File: config.mk
export PLATFORM = sky130hd
export DESIGN_NAME = mold_frame_sequencer_flat
export DESIGN_NICKNAME = d
export VERILOG_FILES = /design/src/rtl/mold_frame_sequencer_pkg.sv /design/src/rtl/mold_frame_sequencer_if.sv /design/src/rtl/mold_frame_sequencer_ip_chksum_accum.sv /design/src/rtl/mold_frame_sequencer.sv /design/src/flat_wrapper.sv
export SDC_FILE = /design/constraint.sdc
export NUM_CORES = 1
export LEC_CHECK = 0
export CAP_MARGIN = 10
export CORE_UTILIZATION = 65
export DETAILED_ROUTE_END_ITERATION = 12
export DONT_BUFFER_PORTS = 1
export PLACE_DENSITY = 0.81
export RECOVER_POWER = 50
export SLEW_MARGIN = 10
export SYNTH_ARGS = -nofsm -noshare
export SYNTH_HDL_FRONTEND = slang
export SYNTH_SLANG_ARGS = --single-unit
File: constraint.sdc
create_clock -name clk -period 7.54 [get_ports clk]
set_input_delay 0.754 -clock clk [delete_from_list [all_inputs] [get_ports clk]]
set_output_delay 0.754 -clock clk [all_outputs]
set_load 0.02 [all_outputs]
File: src/rtl/mold_frame_sequencer_pkg.sv
// Shared types, layer lengths and helpers for the MoldUDP/ITCH frame sequencer.
// Holds stageType, header lengths, match constants, ones-complement add, saturating inc.
package mold_frame_sequencer_pkg;

    typedef enum logic [2:0] {
        IDLE, ETH, IP, UDP, MOLD, ITCH, TAIL, DROP
    } stageType;

    localparam int ETH_HDR_LEN  = 14;
    localparam int IP_HDR_LEN   = 20;
    localparam int UDP_HDR_LEN  = 8;
    localparam int MOLD_HDR_LEN = 22;

    localparam logic [15:0] ETHTYPE_IPV4 = 16'h0800;
    localparam logic [7:0]  IP_PROTO_UDP = 8'h11;
    localparam logic [7:0]  IP_VER_IHL   = 8'h45;

    // 16-bit ones-complement add with end-around carry.
    function automatic logic [15:0] onesAdd(input logic [15:0] a,
                                            input logic [15:0] b);
        logic [16:0] s;
        s = {1'b0, a} + {1'b0, b};
        return s[15:0] + {15'd0, s[16]};
    endfunction

    function automatic logic [15:0] satInc(input logic [15:0] v);
        return (v == 16'hFFFF) ? v : v + 16'd1;
    endfunction

endpackage

File: src/rtl/mold_frame_sequencer_if.sv
// Byte-stream input and parsed-output bundle of the frame sequencer.
// master: frame source / sink side; slave: the sequencer.
interface mold_frame_sequencer_if;
    import mold_frame_sequencer_pkg::*;

    logic        dataValid;
    logic [7:0]  data;
    stageType    stage;
    logic [5:0]  byteIdx;
    logic        payloadValid;
    logic [7:0]  payloadData;
    logic        msgStart;
    logic        msgEnd;
    logic        frameDone;
    logic        frameDrop;
    logic [15:0] dropCnt;

    modport master (
        output dataValid, data,
        input  stage, byteIdx, payloadValid, payloadData,
        input  msgStart, msgEnd, frameDone, frameDrop, dropCnt
    );

    modport slave (
        input  dataValid, data,
        output stage, byteIdx, payloadValid, payloadData,
        output msgStart, msgEnd, frameDone, frameDrop, dropCnt
    );
endinterface

File: src/rtl/mold_frame_sequencer_ip_chksum_accum.sv
// IP header ones-complement accumulator (module ip_chksum_accum).
// Ports: clk, rst, i_clear, i_valid, i_odd (low byte of word), i_byte, o_sum (sum incl. current word).
module ip_chksum_accum
    import mold_frame_sequencer_pkg::*;
(
    input  logic        clk,
    input  logic        rst,
    input  logic        i_clear,
    input  logic        i_valid,
    input  logic        i_odd,
    input  logic [7:0]  i_byte,
    output logic [15:0] o_sum
);
    logic [7:0]  r_hi;
    logic [15:0] r_sum;
    logic [15:0] w_sum;

    // Combinational so the caller can judge the header on its last byte.
    assign w_sum = onesAdd(r_sum, {r_hi, i_byte});
    assign o_sum = w_sum;

    always_ff @(posedge clk or posedge rst) begin
        if (rst) begin
            r_hi  <= 8'd0;
            r_sum <= 16'd0;
        end else if (i_clear) begin
            r_hi  <= 8'd0;
            r_sum <= 16'd0;
        end else if (i_valid) begin
            if (!i_odd) r_hi  <= i_byte;
            else        r_sum <= w_sum;
        end
    end
endmodule

File: src/rtl/mold_frame_sequencer.sv
// Parses ETH/IPv4/UDP/MoldUDP frames and streams ITCH messages; optional IP_CHKSUM_EN.
// Ports: clk, rst (async high), bus (slave: dataValid/data in; stage, payload, pulses, dropCnt out).
module mold_frame_sequencer
    import mold_frame_sequencer_pkg::*;
#(
    parameter logic [15:0] UDP_PORT = 16'd26400,
    parameter int          MSG_LEN  = 36
) (
    input logic clk,
    input logic rst,
    mold_frame_sequencer_if.slave bus
);
    localparam logic [5:0] ETH_LAST   = 6'(ETH_HDR_LEN - 1);
    localparam logic [5:0] IP_LAST    = 6'(IP_HDR_LEN - 1);
    localparam logic [5:0] UDP_LAST   = 6'(UDP_HDR_LEN - 1);
    localparam logic [5:0] MOLD_LAST  = 6'(MOLD_HDR_LEN - 1);
    localparam logic [5:0] MSG_LAST   = 6'(MSG_LEN - 1);
    localparam logic [5:0] IP_VER_IDX = 6'd0;
    localparam logic [5:0] IP_PRO_IDX = 6'd9;
    localparam logic [5:0] UDP_DP_IDX = 6'd3;
    localparam logic [5:0] MOLD_CNT_IDX = 6'd19;

    stageType    r_stage;
    logic [5:0]  r_byteIdx;
    logic        r_payloadValid;
    logic [7:0]  r_payloadData;
    logic        r_msgStart;
    logic        r_msgEnd;
    logic        r_frameDone;
    logic        r_frameDrop;
    logic [15:0] r_dropCnt;
    logic [15:0] r_msgCnt;
    logic [15:0] r_msgDone;
    logic [7:0]  r_hold;
    logic        r_armed;

    stageType    w_inStage;
    logic [5:0]  w_inIdx;
    logic        w_bad;
    logic        w_ckBad;

    // Layer/index of the byte now on the bus, from the last consumed one.
    always_comb begin
        w_inStage = r_stage;
        w_inIdx   = r_byteIdx + 6'd1;
        unique case (r_stage)
            ETH: if (r_byteIdx == ETH_LAST) begin
                w_inStage = IP;
                w_inIdx   = 6'd0;
            end
            IP: if (r_byteIdx == IP_LAST) begin
                w_inStage = UDP;
                w_inIdx   = 6'd0;
            end
            UDP: if (r_byteIdx == UDP_LAST) begin
                w_inStage = MOLD;
                w_inIdx   = 6'd0;
            end
            MOLD: if (r_byteIdx == MOLD_LAST) begin
                w_inStage = ITCH;
                w_inIdx   = 6'd0;
            end
            ITCH: if (r_byteIdx == MSG_LAST) w_inIdx = 6'd0;
            default: begin
                w_inStage = ETH;
                w_inIdx   = 6'd0;
            end
        endcase
    end

`ifdef IP_CHKSUM_EN
    logic [15:0] w_sum;

    ip_chksum_accum u_chksum (
        .clk     (clk),
        .rst     (rst),
        .i_clear (r_stage == IDLE),
        .i_valid (bus.dataValid && w_inStage == IP),
        .i_odd   (w_inIdx[0]),
        .i_byte  (bus.data),
        .o_sum   (w_sum)
    );

    assign w_ckBad = (w_inStage == IP) && (w_inIdx == IP_LAST) &&
                     (w_sum != 16'hFFFF);
`else
    assign w_ckBad = 1'b0;
`endif

    // r_hold is always the previous byte, so 16-bit fields close on their low byte.
    always_comb begin
        w_bad = 1'b0;
        case (w_inStage)
            ETH: w_bad = (w_inIdx == ETH_LAST) &&
                         ({r_hold, bus.data} != ETHTYPE_IPV4);
            IP: w_bad = ((w_inIdx == IP_VER_IDX) && (bus.data != IP_VER_IHL)) ||
                        ((w_inIdx == IP_PRO_IDX) && (bus.data != IP_PROTO_UDP)) ||
                        w_ckBad;
            UDP: w_bad = (w_inIdx == UDP_DP_IDX) &&
                         ({r_hold, bus.data} != UDP_PORT);
            default: w_bad = 1'b0;
        endcase
    end

    always_ff @(posedge clk or posedge rst) begin
        if (rst) begin
            r_stage        <= IDLE;
            r_byteIdx      <= 6'd0;
            r_payloadValid <= 1'b0;
            r_payloadData  <= 8'd0;
            r_msgStart     <= 1'b0;
            r_msgEnd       <= 1'b0;
            r_frameDone    <= 1'b0;
            r_frameDrop    <= 1'b0;
            r_dropCnt      <= 16'd0;
            r_msgCnt       <= 16'd0;
            r_msgDone      <= 16'd0;
            r_hold         <= 8'd0;
            r_armed        <= 1'b0;
        end else begin
            r_payloadValid <= 1'b0;
            r_msgStart     <= 1'b0;
            r_msgEnd       <= 1'b0;
            r_frameDone    <= 1'b0;
            r_frameDrop    <= 1'b0;
            // After reset, a frame already in flight is ignored until a gap.
            if (!bus.dataValid) r_armed <= 1'b1;

            unique case (r_stage)
                IDLE: if (bus.dataValid && r_armed) begin
                    r_stage   <= ETH;
                    r_byteIdx <= 6'd0;
                    r_msgDone <= 16'd0;
                    r_hold    <= bus.data;
                end
                TAIL: if (!bus.dataValid) begin
                    r_stage     <= IDLE;
                    r_frameDone <= 1'b1;
                end
                DROP: if (!bus.dataValid) r_stage <= IDLE;
                default: begin
                    if (!bus.dataValid) begin
                        r_stage     <= IDLE;
                        r_byteIdx   <= 6'd0;
                        r_frameDrop <= 1'b1;
                        r_dropCnt   <= satInc(r_dropCnt);
                    end else if (w_bad) begin
                        r_stage     <= DROP;
                        r_byteIdx   <= 6'd0;
                        r_frameDrop <= 1'b1;
                        r_dropCnt   <= satInc(r_dropCnt);
                    end else begin
                        r_stage   <= w_inStage;
                        r_byteIdx <= w_inIdx;
                        r_hold    <= bus.data;
                        if (w_inStage == MOLD && w_inIdx == MOLD_CNT_IDX)
                            r_msgCnt <= {r_hold, bus.data};
                        if (w_inStage == MOLD && w_inIdx == MOLD_LAST &&
                            r_msgCnt == 16'd0) begin
                            r_stage   <= TAIL;
                            r_byteIdx <= 6'd0;
                        end
                        if (w_inStage == ITCH) begin
                            r_payloadValid <= 1'b1;
                            r_payloadData  <= bus.data;
                            r_msgStart     <= (w_inIdx == 6'd0);
                            if (w_inIdx == MSG_LAST) begin
                                r_msgEnd  <= 1'b1;
                                r_msgDone <= r_msgDone + 16'd1;
                                // Leave ITCH on the last byte so a frame with
                                // no padding still ends in TAIL.
                                if (r_msgDone + 16'd1 == r_msgCnt) begin
                                    r_stage   <= TAIL;
                                    r_byteIdx <= 6'd0;
                                end
                            end
                        end
                    end
                end
            endcase
        end
    end

    assign bus.stage        = r_stage;
    assign bus.byteIdx      = r_byteIdx;
    assign bus.payloadValid = r_payloadValid;
    assign bus.payloadData  = r_payloadData;
    assign bus.msgStart     = r_msgStart;
    assign bus.msgEnd       = r_msgEnd;
    assign bus.frameDone    = r_frameDone;
    assign bus.frameDrop    = r_frameDrop;
    assign bus.dropCnt      = r_dropCnt;
endmodule

File: src/flat_wrapper.sv
// flat-port wrapper written by rule: the top's interface ports become plain ports
module mold_frame_sequencer_flat import mold_frame_sequencer_pkg::*;
#(
    parameter logic [15:0] UDP_PORT = 16'd26400,
    parameter int          MSG_LEN  = 36
)
  (clk, rst, bus_dataValid, bus_data, bus_stage, bus_byteIdx, bus_payloadValid, bus_payloadData, bus_msgStart, bus_msgEnd, bus_frameDone, bus_frameDrop, bus_dropCnt);
  mold_frame_sequencer_if bus_i ();
  input logic clk;
  input logic rst;
  input wire logic [$bits(bus_i.dataValid)-1:0] bus_dataValid;
  input wire logic [$bits(bus_i.data)-1:0] bus_data;
  output wire logic [$bits(bus_i.stage)-1:0] bus_stage;
  output wire logic [$bits(bus_i.byteIdx)-1:0] bus_byteIdx;
  output wire logic [$bits(bus_i.payloadValid)-1:0] bus_payloadValid;
  output wire logic [$bits(bus_i.payloadData)-1:0] bus_payloadData;
  output wire logic [$bits(bus_i.msgStart)-1:0] bus_msgStart;
  output wire logic [$bits(bus_i.msgEnd)-1:0] bus_msgEnd;
  output wire logic [$bits(bus_i.frameDone)-1:0] bus_frameDone;
  output wire logic [$bits(bus_i.frameDrop)-1:0] bus_frameDrop;
  output wire logic [$bits(bus_i.dropCnt)-1:0] bus_dropCnt;
  assign bus_i.dataValid = bus_dataValid;
  assign bus_i.data = bus_data;
  assign bus_stage = bus_i.stage;
  assign bus_byteIdx = bus_i.byteIdx;
  assign bus_payloadValid = bus_i.payloadValid;
  assign bus_payloadData = bus_i.payloadData;
  assign bus_msgStart = bus_i.msgStart;
  assign bus_msgEnd = bus_i.msgEnd;
  assign bus_frameDone = bus_i.frameDone;
  assign bus_frameDrop = bus_i.frameDrop;
  assign bus_dropCnt = bus_i.dropCnt;
  mold_frame_sequencer #(.UDP_PORT(UDP_PORT), .MSG_LEN(MSG_LEN)) u_core (.clk(clk), .rst(rst), .bus(bus_i));
endmodule
-- Word-level counts from Yosys, hierarchy flattened
Cells that the tools add are included.
- add/subtract/negate cells: 3
- $mul: 0
- divide/modulo/power cells: 0
- $lt $le $gt $ge: 0
- equal/unequal tests: 33
- shift-type cells: 0
- multiplexer cells: 60
- bitwise logic cells: 3
- reductions and logical operators: 24
- operators with widths (cell ; count):
    $mux 16 ; 8
    $mux 6 ; 12
    $mux 3 ; 12
    $add 16x1->16 const B ; 2
    $pmux 16 s2 ; 1
    $pmux 6 s5 ; 1
    $eq 6x5->1 const B ; 4
    $mux 8 ; 3
    $eq 3x3->1 const B ; 6
    $eq 6x4->1 const B ; 3
    $mux 1 ; 18
    $eq 16x16->1 ; 1
    $eq 16x16->1 const B ; 1
    $logic_not 16->1 ; 1
    $ne 16x12->1 const B ; 1
    $ne 16x15->1 const B ; 1
    $pmux 8 s2 ; 1
    $pmux 3 s5 ; 1
    $eq 3x2->1 const B ; 4
    $eq 6x6->1 const B ; 2
    $pmux 6 s2 ; 1
    $reduce_and 4->1 ; 3
    $logic_and 1x1->1 ; 8
    $ne 8x5->1 const B ; 1
    18 further kinds ; 27
- register bits: 79
- bits in latches: 0
- RAM bits: 0
- memory bits (read-only): 0
- bits of input ports: 11
- output and inout bits: 38
- memories kept: 0

-- Logic depth before layout (Yosys ltp)
- depth in word-level cells: 13
- gate-level depth with buffers: 13
- gate-level depth less buffers: 11

-- Worst setup path before layout
No wires, ideal clock.
- path kind: reg-to-reg
- start: register u_core.r_byteIdx[0], in the netlist u_core.bus.byteIdx[0]
- end: register u_core.r_msgCnt[0]
- library setup time: 0.125 ns
- arrival time: 3.002 ns
- data required time: 7.415 ns
- slack: 4.413 ns
- cell stages (with the launch flop): 11
- buffers on the path: 1
- period minus slack after synthesis: 3.127 ns
- path through: dfrtp_1 > ha_1 > nor3b_1 > o211ai_1 > a32o_2 > nand3b_1 > o32ai_1 > and3_4 > nor4_4 > buf_6 > mux2_2
- longest elaborated chain between the ends: 9
- elaborated cells on any way between the ends: 35
- classes of those cells: add/sub: 1; eq/ne: 13; mux: 12; bitwise: 1; reduce/logical: 8
- RTL lines (element ; RTL line ; RTL):
    from (decl) ; mold_frame_sequencer.sv:24 ; logic [5:0] r_byteIdx;
    from (signal assigned) ; mold_frame_sequencer.sv:154 ; r_byteIdx <= w_inIdx;
    $add 6x1->6, or another cell as far along ; mold_frame_sequencer.sv:45 ; w_inIdx = r_byteIdx + 6'd1;
    $mux 6, on equally long branches ; n/a ;
    $pmux 6 s5 ; mold_frame_sequencer.sv:46 ; unique case (r_stage)
    $eq 6x4->1 or $logic_not 6->1 (tied branches) ; mold_frame_sequencer.sv:97, mold_frame_sequencer.sv:96 ;
    $logic_and 1x1->1, on equally long branches ; mold_frame_sequencer.sv:97, mold_frame_sequencer.sv:96 ;
    $logic_or 1x1->1 ; mold_frame_sequencer.sv:96 ; IP: w_bad = ((w_inIdx == IP_VER_IDX) && (bus.data != IP_VER_IHL)) ||
    $pmux 1 s3 ; mold_frame_sequencer.sv:93 ; case (w_inStage)
    $not 1->1 (no line) ; n/a ;
    $reduce_and 4->1 (no line) (*) ; n/a ;
    to (signal assigned) ; mold_frame_sequencer.sv:157 ; r_msgCnt <= {r_hold, bus.data};
    to (decl) ; mold_frame_sequencer.sv:32 ; logic [15:0] r_msgCnt;
Every way passes the cells marked *; elsewhere a longest branch is shown, timed or not.
A chain may end at the register's enable or synchronous reset.

==> flow_summary.json <==
{
  "status": "finished, violations left",
  "violations": "max-capacitance violations, max-slew violations",
  "synthDistinctLibCells": 68,
  "cp.arrival_ns": 3.66,
  "r2r_start": "u_core.bus.stage[0]",
  "pre_cts_slack_ns": 3.59,
  "initial_core_util": 0.675,
  "setup_ws_ns": 3.42,
  "boundaryPins": 49,
  "drv_slew": 80,
  "post_cts_buffers": 0,
  "fin_cells": 537,
  "cp_top_family": "buffers and inverters",
  "die_y_um": 86.2,
  "die_x_um": 86.2,
  "ant_nets": 0,
  "place.gp.congestion": 0.913,
  "synthArstFlopShare": 1.00,
  "reg2reg_depth": 9,
  "grt-ovfl-total": 0,
  "max_freq_mhz": 242,
  "r2r_slack_ns": 3.46,
  "clock_latency_ns": 0.36,
  "diodes": 0,
  "synthToLayoutAreaGrowth_pct": 4.75,
  "cts.sinks": 79,
  "ys_warn_count": 0,
  "syn_avg_cell_area_sq_um": 10.4,
  "cp-end-kind": "async pin",
  "synthFlopType": "dfrtp_1",
  "r2r-end": "u_core.r_hold[1]",
  "cpPeakStageDelay_ns": 2.85,
  "crit_cells": 2,
  "hpwlAfterDp_um": 7050,
  "postPlaceCellArea_sq_mm": 0.00462,
  "synth_common_cells": "dfrtp_1 (79), mux2_2 (35), nand2_1 (35), nor2_1 (28), nand3_1 (26)",
  "cts_resized": 0,
  "syn_nets": 458,
  "synth_top_area_share": 0.429,
  "vias": 3510,
  "wl_per_cell_um": 19.2,
  "final_cell_area_sq_mm": 0.00483,
  "tns_ns": 0,
  "tightest_slew_ns": 4.05,
  "place_inst": 521,
  "skew_ns": 0.00918,
  "crit_type": "in -> async",
  "die_area_sq_mm": 0.00743,
  "cts_tree": "done",
  "drt-total-wl_um": 10300,
  "drt_first_iter_violations": 332,
  "yosysTopAreaCell": "dfrtp_1",
  "drcViolationCount": 0,
  "synthTopCellsByArea": "dfrtp_1 (43%), mux2_2 (8.6%), xor2_1 (4.6%), xnor2_1 (3.4%), nand2_1 (2.9%)",
  "peakVddDrop_v": 0.000184,
  "max_cap_viol_count": 1,
  "track_usage": 0.295,
  "setup_viol": 0,
  "dr.pass1.iters": 4,
  "min_path_type": "in -> reg",
  "grt_start_max_net_pins": 80,
  "ys_ff_latch": 79,
  "core_sq_mm": 0.00683,
  "hold_ws_ns": 0.465,
  "grt_pass1_wl_um": 16900,
  "cts_root_buffer": "clkbuf_8",
  "synth_edf_count": 0,
  "final_util": 0.707,
  "crit_buf_inv": 2,
  "slowest_stage": "clkbuf_1",
  "p_leak_nw": 1.98,
  "nFillCells": 522,
  "port_buffers": 0,
  "seq_area_frac_synth": 0.429,
  "syn-cell-area_sq_mm": 0.00461,
  "worstPathMaxFanout": 79,
  "drive_gt1_frac": 0.179,
  "cp-start-kind": "input pin",
  "antenna_found_initial": 0,
  "rows": 30,
  "numCtsBuffers": 9,
  "crit_path_start": "rst",
  "power_density_mw_per_mm2": 212,
  "num-nets-final": 451,
  "hold_buffers": 0,
  "synth_most_common_cell": "dfrtp_1",
  "critPathCapture": "u_core.bus.stage[2]",
  "slew_headroom": -1.70,
  "fin_crit_ns": 4.12,
  "clockBufferDepth": 2,
  "viasPerCell": 6.54,
  "syn_inst": 443,
  "rsz0062_at_grt": "false",
  "timing.final.crit_share": 0.547,
  "cp.required_ns": 7.08,
  "finalHoldViolCount": 0,
  "h-tree-depth": 3,
  "power_mw": 1.02,
  "clk_pin_slew_ns": 0.09,
  "grt_pass1_vias": 3357,
  "critical_path.cell_chain": "clkinvlp_2, clkbuf_1"
}
-- sequential cells by signal (all words and copies together) (netlist names), 3 cells and up --
signal                  count
u_core.r_msgCnt            16
u_core.r_msgDone           16
u_core.bus.dropCnt         16
u_core.bus.payloadData      8
u_core.bus.stage            3
u_core.bus.byteIdx          6
u_core.r_hold               8
-- area by class of cell --
class,count,area [sq um],share of cell area
inverters,7,27.5,0.00570
flip-flops and latches,79,1980,0.410
repair buffers,1,3.75,0.000778
clock buffers,10,138,0.0285
well taps,96,120,0.0249
multi-input cells,338,2490,0.515
clock inverters,6,75.1,0.0156
-- how the worst min path moves through the flow --
| stage | start | to | slack [ns] | depth (start not counted) |
|---|---|---|---|---|
| floorplan | u_core.r_armed | u_core.r_armed | 0.45 | 1 |
| global placement | u_core.r_armed | u_core.r_armed | 0.48 | 1 |
| detailed placement | u_core.r_armed | u_core.r_armed | 0.49 | 1 |
| CTS | bus_dataValid | u_core.bus.frameDone | 0.46 | 1 |
| global route | bus_dataValid | u_core.bus.frameDone | 0.46 | 1 |
| finish | bus_dataValid | u_core.bus.frameDone | 0.47 | 1 |
-- power breakdown --
| part | internal [mW] | switching [mW] | leakage [nW] |
|---|---|---|---|
| Combinational | 0.0466 | 0.0619 | 0.849 |
| Clock | 0.167 | 0.175 | 0.105 |
| Sequential | 0.466 | 0.107 | 1.02 |
| Total | 0.680 | 0.343 | 1.98 |
-- per-layer routing --
metal  part of all wire  track usage  vias up
met5                  0            0        -
met4              0.018        0.108        0
met3              0.064       0.0610       19
met2               0.45        0.431      138
met1               0.46        0.437     1735
li1                   -            -     1618
-- cell usage in the layout (no fill, tap or decap), drive strengths merged, types with 2 or more instances in the layout --
cell and count:
nor3b 2, a21boi 3, nand4 10, clkbuf 11, xor2 24, or3 3
nand4bb 2, nand2 35, o311ai 4, o22a 2, o32ai 2, and3 8
nand2b 5, nor4 13, nor2 29, dfrtp 79, a22o 4, clkinvlp 2
mux2i 4, xnor2 18, mux2 35, ha 4, nand3b 4, nor2b 3
and2 5, nor4b 3, a21oi 19, o21ai 21, nor3 17, and3b 2
inv 9, or4 3, nand3 26, and4 5, a31oi 5
-- cells by family (layout without fill, tap and decap cells) --
group,after synthesis,after routing,synth area share
xor gates and xnor gates,42,42,0.0798
and+or+nand+nor,178,178,0.236
muxes,39,39,0.0942
DFF,79,79,0.429
adders and majority gates,4,4,0.0109
AOI/OAI and AO/OA,75,75,0.119
buffers and inverters,26,24,0.0315
(Power assumes the default switching activity.)
